$ cat config.mk
export PLATFORM = sky130hd
export DESIGN_NAME = fir_sample_tx
export DESIGN_NICKNAME = d
export VERILOG_FILES = /design/src/rtl/fir_sample_tx.sv
export SDC_FILE = /design/constraint.sdc
export NUM_CORES = 1
export LEC_CHECK = 0
export CORE_MARGIN = 2
export CORE_UTILIZATION = 47
export CTS_CLUSTER_SIZE = 28
export DETAILED_ROUTE_END_ITERATION = 10
export PLACE_DENSITY = 0.71
export REMOVE_ABC_BUFFERS = 1
export SLEW_MARGIN = 20
export SYNTH_ARGS = -nofsm -noshare
export SYNTH_HDL_FRONTEND = slang
export SYNTH_SLANG_ARGS = --single-unit
$ cat constraint.sdc
create_clock -name CLK -period 7.77 [get_ports CLK]
set_clock_uncertainty 0.05 [all_clocks]
set_input_delay 1.554 -clock CLK [delete_from_list [all_inputs] [get_ports CLK]]
set_output_delay 1.554 -clock CLK [all_outputs]
set_load 0.05 [all_outputs]
$ cat src/rtl/fir_sample_tx.sv
// Sample transmitter for the 8-tap FIR: FIFO-buffered stream, gapped VIN/DIN strobes,
// zero-sample flush, coefficient bank. Optional underrun counter: FIR_TX_UNDERRUN_CNT_EN.
module fir_sample_tx #(
   parameter int DW    = 13,
   parameter int DEPTH = 8,
   parameter int NTAPS = 8
) (
   input  logic                  CLK,
   input  logic                  RST_n,
   input  logic                  S_VALID,
   input  logic [DW-1:0]         S_DATA,
   input  logic                  S_LAST,
   output logic                  S_READY,
   input  logic                  START,
   input  logic [3:0]            GAP,
   input  logic                  COEF_WE,
   input  logic [2:0]            COEF_ADDR,
   input  logic [DW-1:0]         COEF_WDATA,
   output logic [NTAPS*DW-1:0]   H_FLAT,
   output logic                  VIN,
   output logic [DW-1:0]         DIN,
   output logic                  BUSY,
   output logic                  DONE,
   output logic [15:0]           SAMPLE_CNT
`ifdef FIR_TX_UNDERRUN_CNT_EN
   ,
   output logic [15:0]           UNDERRUN_CNT
`endif
);
   localparam int AW = $clog2(DEPTH);
   localparam int CW = AW + 1;
   localparam int FW = $clog2(NTAPS) + 1;

   typedef enum logic [1:0] {ST_IDLE, ST_RUN, ST_WAIT, ST_FLUSH} state_t;

   logic [DW:0]     mem_q [DEPTH];
   logic [AW-1:0]   wr_ptr_q, rd_ptr_q;
   logic [CW-1:0]   count_q, count_d;
   logic            full_q;
   logic            empty, push, pop, emit;
   state_t          state_q, ret_q;
   logic            hold_vld_q, hold_last_q, eos_q;
   logic [DW-1:0]   hold_data_q;
   logic [3:0]      gap_cnt_q;
   logic [FW-1:0]   flush_cnt_q;
   logic            vin_q, done_q;
   logic [DW-1:0]   din_q;
   logic [15:0]     sample_cnt_q;
   logic [DW-1:0]   h_q [NTAPS];

   // One-entry hold stage sits between FIFO and output so back-to-back strobes are possible.
   assign empty = (count_q == '0);
   assign push  = S_VALID && !full_q;
   assign emit  = (state_q == ST_RUN) && hold_vld_q;
   assign pop   = ((state_q == ST_RUN) || (state_q == ST_WAIT)) && !eos_q && !empty
                  && (!hold_vld_q || emit);

   assign S_READY    = !full_q;
   assign VIN        = vin_q;
   assign DIN        = din_q;
   assign DONE       = done_q;
   assign BUSY       = (state_q != ST_IDLE);
   assign SAMPLE_CNT = sample_cnt_q;

   always_comb begin
      count_d = count_q;
      if (push && !pop) begin
         count_d = count_q + CW'(1);
      end else if (pop && !push) begin
         count_d = count_q - CW'(1);
      end else begin
         count_d = count_q;
      end
   end

   always_ff @(posedge CLK or negedge RST_n) begin
      if (!RST_n) begin
         wr_ptr_q <= '0;
         rd_ptr_q <= '0;
         count_q  <= '0;
         full_q   <= 1'b0;
      end else begin
         if (push) wr_ptr_q <= wr_ptr_q + AW'(1);
         if (pop)  rd_ptr_q <= rd_ptr_q + AW'(1);
         count_q <= count_d;
         full_q  <= (count_d == CW'(DEPTH));
      end
   end

   always_ff @(posedge CLK) begin
      if (push) mem_q[wr_ptr_q] <= {S_LAST, S_DATA};
   end

   always_ff @(posedge CLK or negedge RST_n) begin
      if (!RST_n) begin
         for (int k = 0; k < NTAPS; k++) h_q[k] <= '0;
      end else if ((state_q == ST_IDLE) && COEF_WE && (int'(COEF_ADDR) < NTAPS)) begin
         h_q[COEF_ADDR] <= COEF_WDATA;
      end
   end

   always_comb begin
      H_FLAT = '0;
      for (int k = 0; k < NTAPS; k++) H_FLAT[k*DW +: DW] = h_q[k];
   end

   always_ff @(posedge CLK or negedge RST_n) begin
      if (!RST_n) begin
         state_q      <= ST_IDLE;
         ret_q        <= ST_RUN;
         hold_vld_q   <= 1'b0;
         hold_last_q  <= 1'b0;
         hold_data_q  <= '0;
         eos_q        <= 1'b0;
         gap_cnt_q    <= 4'd0;
         flush_cnt_q  <= '0;
         vin_q        <= 1'b0;
         din_q        <= '0;
         done_q       <= 1'b0;
         sample_cnt_q <= 16'd0;
      end else begin
         done_q <= 1'b0;
         if (pop) begin
            hold_vld_q  <= 1'b1;
            hold_data_q <= mem_q[rd_ptr_q][DW-1:0];
            hold_last_q <= mem_q[rd_ptr_q][DW];
            if (mem_q[rd_ptr_q][DW]) eos_q <= 1'b1;
         end else if (emit) begin
            hold_vld_q <= 1'b0;
         end
         case (state_q)
            ST_IDLE: begin
               vin_q <= 1'b0;
               if (START) begin
                  state_q      <= ST_RUN;
                  sample_cnt_q <= 16'd0;
                  eos_q        <= 1'b0;
               end
            end
            ST_RUN: begin
               if (hold_vld_q) begin
                  vin_q       <= 1'b1;
                  din_q       <= hold_data_q;
                  gap_cnt_q   <= GAP;
                  flush_cnt_q <= '0;
                  ret_q       <= hold_last_q ? ST_FLUSH : ST_RUN;
                  if (sample_cnt_q != 16'hFFFF) sample_cnt_q <= sample_cnt_q + 16'd1;
                  if (GAP != 4'd0)      state_q <= ST_WAIT;
                  else if (hold_last_q) state_q <= ST_FLUSH;
                  else                  state_q <= ST_RUN;
               end else begin
                  vin_q <= 1'b0;
               end
            end
            ST_WAIT: begin
               vin_q <= 1'b0;
               // Counter holds GAP at the strobe; leaving when it reads 1 gives exactly GAP idle cycles.
               if (gap_cnt_q <= 4'd1) state_q <= ret_q;
               else                   gap_cnt_q <= gap_cnt_q - 4'd1;
            end
            ST_FLUSH: begin
               vin_q     <= 1'b1;
               din_q     <= '0;
               gap_cnt_q <= GAP;
               ret_q     <= ST_FLUSH;
               if (flush_cnt_q == FW'(NTAPS - 2)) begin
                  state_q <= ST_IDLE;
                  done_q  <= 1'b1;
               end else begin
                  flush_cnt_q <= flush_cnt_q + FW'(1);
                  state_q     <= (GAP != 4'd0) ? ST_WAIT : ST_FLUSH;
               end
            end
            default: begin
               state_q <= ST_IDLE;
               vin_q   <= 1'b0;
            end
         endcase
      end
   end

`ifdef FIR_TX_UNDERRUN_CNT_EN
   logic [15:0] underrun_q;

   // A cycle is an underrun only when nothing at all is ready to send.
   always_ff @(posedge CLK or negedge RST_n) begin
      if (!RST_n) begin
         underrun_q <= 16'd0;
      end else if ((state_q == ST_IDLE) && START) begin
         underrun_q <= 16'd0;
      end else if ((state_q == ST_RUN) && empty && !hold_vld_q && (underrun_q != 16'hFFFF)) begin
         underrun_q <= underrun_q + 16'd1;
      end
   end

   assign UNDERRUN_CNT = underrun_q;
`endif

endmodule
Word level (Yosys, flattened, before mapping) --
Memory sizes are Yosys's and may differ from the RTL's. Index checks and enable logic that the tools add are counted.
Storage, ports and cells: register bits 174, memory bits (writable) 112, input port bits 39, output and inout bits 137, word-level logic and storage cells 118, memories kept 1
Operators by class: add/subtract/negate cells 7, order comparisons 3, equality and inequality tests 12, multiplexer cells 39, bitwise logic cells 1, reductions and logical operators 31
Memory list:
- mem_q | words 8, bits a word 14, read ports 1, clocked after memory_dff 0, wr ports 1, line 36 | logic [DW:0] mem_q [DEPTH];
Operators with widths (count):
- $bwmux 104 | 1
- $mux 16 | 3
- $demux 13 s3 | 1
- $pmux 16 s2 | 1
- $mux 13 | 2
- $pmux 13 s2 | 1
- $mux 4 | 6
- $add 16x1->16 const B | 1
- $ne 16x16->1 const B | 1
- $mux 2 | 7
- $mux 1 | 12
- $pmux 4 s3 | 1
- $logic_and 1x1->1 | 9
- $reduce_and 3->1 | 3
- $add 4x1->4 const B | 2
- $ne 2x2->1 const B | 4
- $pmux 2 s4 | 1
- $pmux 4 s2 | 1
- $reduce_bool 2->1 | 4
- $sub 4x1->4 const B | 2
- $add 3x1->3 const B | 2
- $logic_not 1->1 | 6
- $eq 2x2->1 const B | 2
- $eq 4x3->1 const B | 1
- 17 further kinds | 19

Depth between registers and ports, before layout --
depth in word-level cells 9, depth in mapped cells 10, depth with buffers taken out 7

Worst setup path before layout --
OpenSTA, ideal clock, no wires.
kind input-to-reg, start input port S_VALID, end memory mem_q[0][0] in the netlist's numbering (enable), library setup time 0.421 ns, arrival 3.205 ns, required time 7.299 ns, setup slack 4.093 ns, stages 3, path buffers 1, path through nand2b_1 > clkbuf_1 > nor4_1
On the way: cells in the longest elaborated chain, start to end 3
Ends and longest elaborated chain:
- from (decl) | line 10 | input logic S_VALID,
- $logic_and 1x1->1 | line 53 | assign push = S_VALID && !full_q;
- $mux 1 | line 91 | if (push) mem_q[wr_ptr_q] <= {S_LAST, S_DATA};
- $mux 1 (implied by the code) | line 91
- to (decl) | line 36
Every way passes these cells.

Worst setup path after layout --
start register state_q[0], end output port BUSY
On the way: cells in the longest elaborated chain, start to end 1
Ends and longest elaborated chain:
- from (decl) | line 41 | state_t state_q, ret_q;
- from (signal assigned) | line 158 | if (gap_cnt_q <= 4'd1) state_q <= ret_q;
- from (signal assigned) | line 171 | state_q <= (GAP != 4'd0) ? ST_WAIT : ST_FLUSH;
- $reduce_bool 2->1 | line 62 | assign BUSY = (state_q != ST_IDLE);
- to (decl) | line 22 | output logic BUSY,
Every way passes these cells.

==> results.tsv <==
stage	metric	value	unit
status	status	completed	
timing	setup_viol	0	
layout	antennaDiodeCount	0	
worst_setup_path	path_class	flop to primary output	
synthesis	yosys.area.top_type	dfrtp_1	
drt	postRouteAntennaNets	0	
floorplanning	coreArea	24200	um2
power	power_leakage	5.84	nW
synthesis	synthDistinctLibCells	60	
clocking	cts_root_buffer	clkbuf_16	
synthesis	syn-cell-area	11600	um2
floorplanning	die_h	161	um
layout	layout.nets	1009	
worst_setup_path	crit_cells	4	
synthesis	syn_avg_cell_area	15.1	um2
drt	drt-wirelength-per-cell	19.2	um
synthesis	synth.most_common_cell	dfrtp_1	
worst_setup_path	crit_path_start_kind	flop	
layout	fillCellCount	1853	
drt	via_per_inst	5.31	
min_path	hold_depth	2	
timing	fin_hold_ws	433	ps
worst_setup_path	crit_fanout	7	
clocking	tritoncts	done	
synthesis	synth-seq-area-share	66.5	%
floorplanning	io-pin-count	176	
synthesis	synth_common_cells	dfrtp_1 (173), edfxtp_1 (112), mux2_2 (105)	
timing	slew_viol_final	0	
global_route	grt_max_degree	89	
synthesis	ys.flop_type	dfrtp_1	
worst_setup_path	cp_top_family	buffers and inverters	
place	post-dp-hpwl	17100	um
timing	hold_viol_final	0	
synthesis	async_flop_share	60.7	%
worst_setup_path	cp.required	6170	ps
drt	vias	6925	
worst_setup_path	reg2reg_depth	8	
layout	drive_gt1_share	22.6	%
worst_setup_path	crit_slowest_cell	clkdlybuf4s50_1	
clocking	clk_pin_slew_worst_paths	60	ps
clocking	cts_hold_buffers	0	
timing	clock.fmax	0.256	GHz
power	powerDensity	469	nW/um2
synthesis	synth_area_leaders	dfrtp_1 (37%), edfxtp_1 (29%), mux2_2 (10%)	
min_path	hold_class	flop to flop	
clocking	cts.path.max_buffers	3	
timing	relSlewSlack	34.9	%
drt	drt_iter0_markers	462	
synthesis	ys_seq_elements	285	
clocking	post_cts_buffers	0	
worst_setup_path	crit_path_end_kind	primary output	
timing	tns	0	ps
clocking	cts_made_buffers	29	
worst_setup_path	path_cells	inv_1 > ha_1 > inv_1 > clkdlybuf4s50_1	
drt	drcViolationCount	0	
place	finalWeightedCongestion	0.794	
worst_setup_path	critPathBufInv	3	
timing	rsz0062_at_grt	false	
worst_setup_path	critPathMaxStageDelay	810	ps
synthesis	synth_top_cell_area_share	37.4	%
timing	fin_crit	3900	ps
timing	worst_slew_pin_slew	976	ps
layout	area_growth	27.4	%
clocking	cts.sinks	285	
global_route	antenna_found_initial	0	
floorplanning	die-area	25900	um2
clocking	htreeDepth	1	
floorplanning	num_rows	57	
synthesis	synth_edf_count	112	
clocking	post_cts_resized	0	
worst_setup_path	crit_path_frequent_cell	inv_1	
clocking	clk_latency	560	ps
global_route	grt_pass1_wl	39700	um
global_route	overflow	0	
timing	final.period_utilization	50.2	%
global_route	grt_pass1_vias	6934	
synthesis	synthCells	768	
power	ir_drop	0.237	mV
job	cap_violations	0	
floorplanning	die_w	161	um
floorplanning	start_util	47.7	%
worst_setup_path	critPathArrivalTime	2300	ps
drt	drt_first_pass_iters	7	
place	portBuffers	175	
synthesis	yosysWarnings	0	
global_route	track_usage	19.6	%
drt	wl	25000	um
cells by family after synthesis:
logic type,after synthesis,share of synthesized area (%)
flops,285,66.5
mux,152,17.3
compound gates,67,3.39
simple gates,182,8.14
buf+inv,52,1.95
fa+ha+maj,13,1.41
xor+xnor,17,1.29
tightest hold or removal path: cells and delay by family (launching register included):
family          cells  cell delay [ps]
simple gates        1               50
compound gates      1               60
flops               1              340
cell usage in the layout, fill, tap and decap left out, types with 3 or more instances in the layout:
cell type and count:
clkdlybuf4s50_1 174, dfrtp_1 172, edfxtp_1 112, mux2_2 105, nand2_1 55, nor2_1 45, clkbuf_16 30, mux4_2 28
a21oi_1 24, o21ai_0 24, mux2i_1 17, buf_4 17, nand3_1 16, inv_1 16, ha_1 13, clkinv_2 10
nand2b_1 9, xor2_1 9, xnor2_1 8, and3_1 7, nand4_1 7, nor3_1 5, and4_1 5, nor3_2 5
nor2b_1 4, or3_1 3, clkbuf_8 3, bufinv_16 3
metrics by stage:
stage / cell area, um2 / utilization, % / setup WS [ps] / power, mW / instances
after floorplan: 11400 / - / 4140 / 4.44 / 733
after global placement: 13700 / 56.6 / 4190 / 5.47 / 1250
after detailed placement: 13700 / 56.6 / 4140 / 5.53 / 1250
after CTS: 14700 / 60.8 / 3830 / 6.97 / 1304
after global routing: 14700 / 60.8 / 3770 / 7.25 / 1304
final: 14700 / 60.8 / 3870 / 6.90 / 1304
where the power goes:
group,internal (mW),switching [mW],total [mW]
registers,2.06,0.339,2.40
clock network,0.840,0.583,1.42
logic,1.15,1.93,3.08
routing by layer:
metal | global-route usage (%) | vias to the layer above | share of wire (%) | wire length (um)
met5 | 0 | - | 0 | 0
met3 | 3.15 | 42 | 5.3 | 1340
met2 | 31.4 | 217 | 47 | 11700
met4 | 5.80 | 0 | 2.3 | 586
met1 | 27.8 | 3449 | 45 | 11300
li1 | - | 3217 | - | -
area by class of cell:
class | instances | area, um2 | area share, %
Tap cell | 324 | 405 | 2.75
Timing Repair Buffer | 193 | 1890 | 12.8
Multi-Input combinational cell | 431 | 3680 | 25.0
Inverter | 17 | 63.8 | 0.433
Sequential cell | 285 | 7690 | 52.2
Clock inverter | 19 | 201 | 1.37
Clock buffer | 35 | 800 | 5.42
sequential cells by signal, summed over array words and instances, names as in the netlist, 2 cells and up:
| name | cells |
|---|---|
| mem_q | 112 |
| H_FLAT | 104 |
| SAMPLE_CNT | 16 |
| DIN | 13 |
| hold_data_q | 13 |
| count_q | 4 |
| flush_cnt_q | 4 |
| gap_cnt_q | 4 |
| rd_ptr_q | 3 |
| wr_ptr_q | 3 |
| state_q | 2 |
path summary, 6_finish.rpt:
path,from,to,slack (ps)
worst min-delay path,DIN[8]$_DFFE_PN0P_,DIN[8]$_DFFE_PN0P_,430
worst max-delay path,state_q[0]$_DFFE_PN0P_,BUSY,3870
worst max register to register,state_q[1]$_DFFE_PN0P_,full_q$_DFF_PN0_,5100
max in group asynchronous,RST_n,H_FLAT[41]$_DFFE_PN0P_,5380
min in group asynchronous,RST_n,SAMPLE_CNT[10]$_DFFE_PN0P_,1010
worst min register to register,DIN[8]$_DFFE_PN0P_,DIN[8]$_DFFE_PN0P_,430
Power figures use the tool's default switching activity.
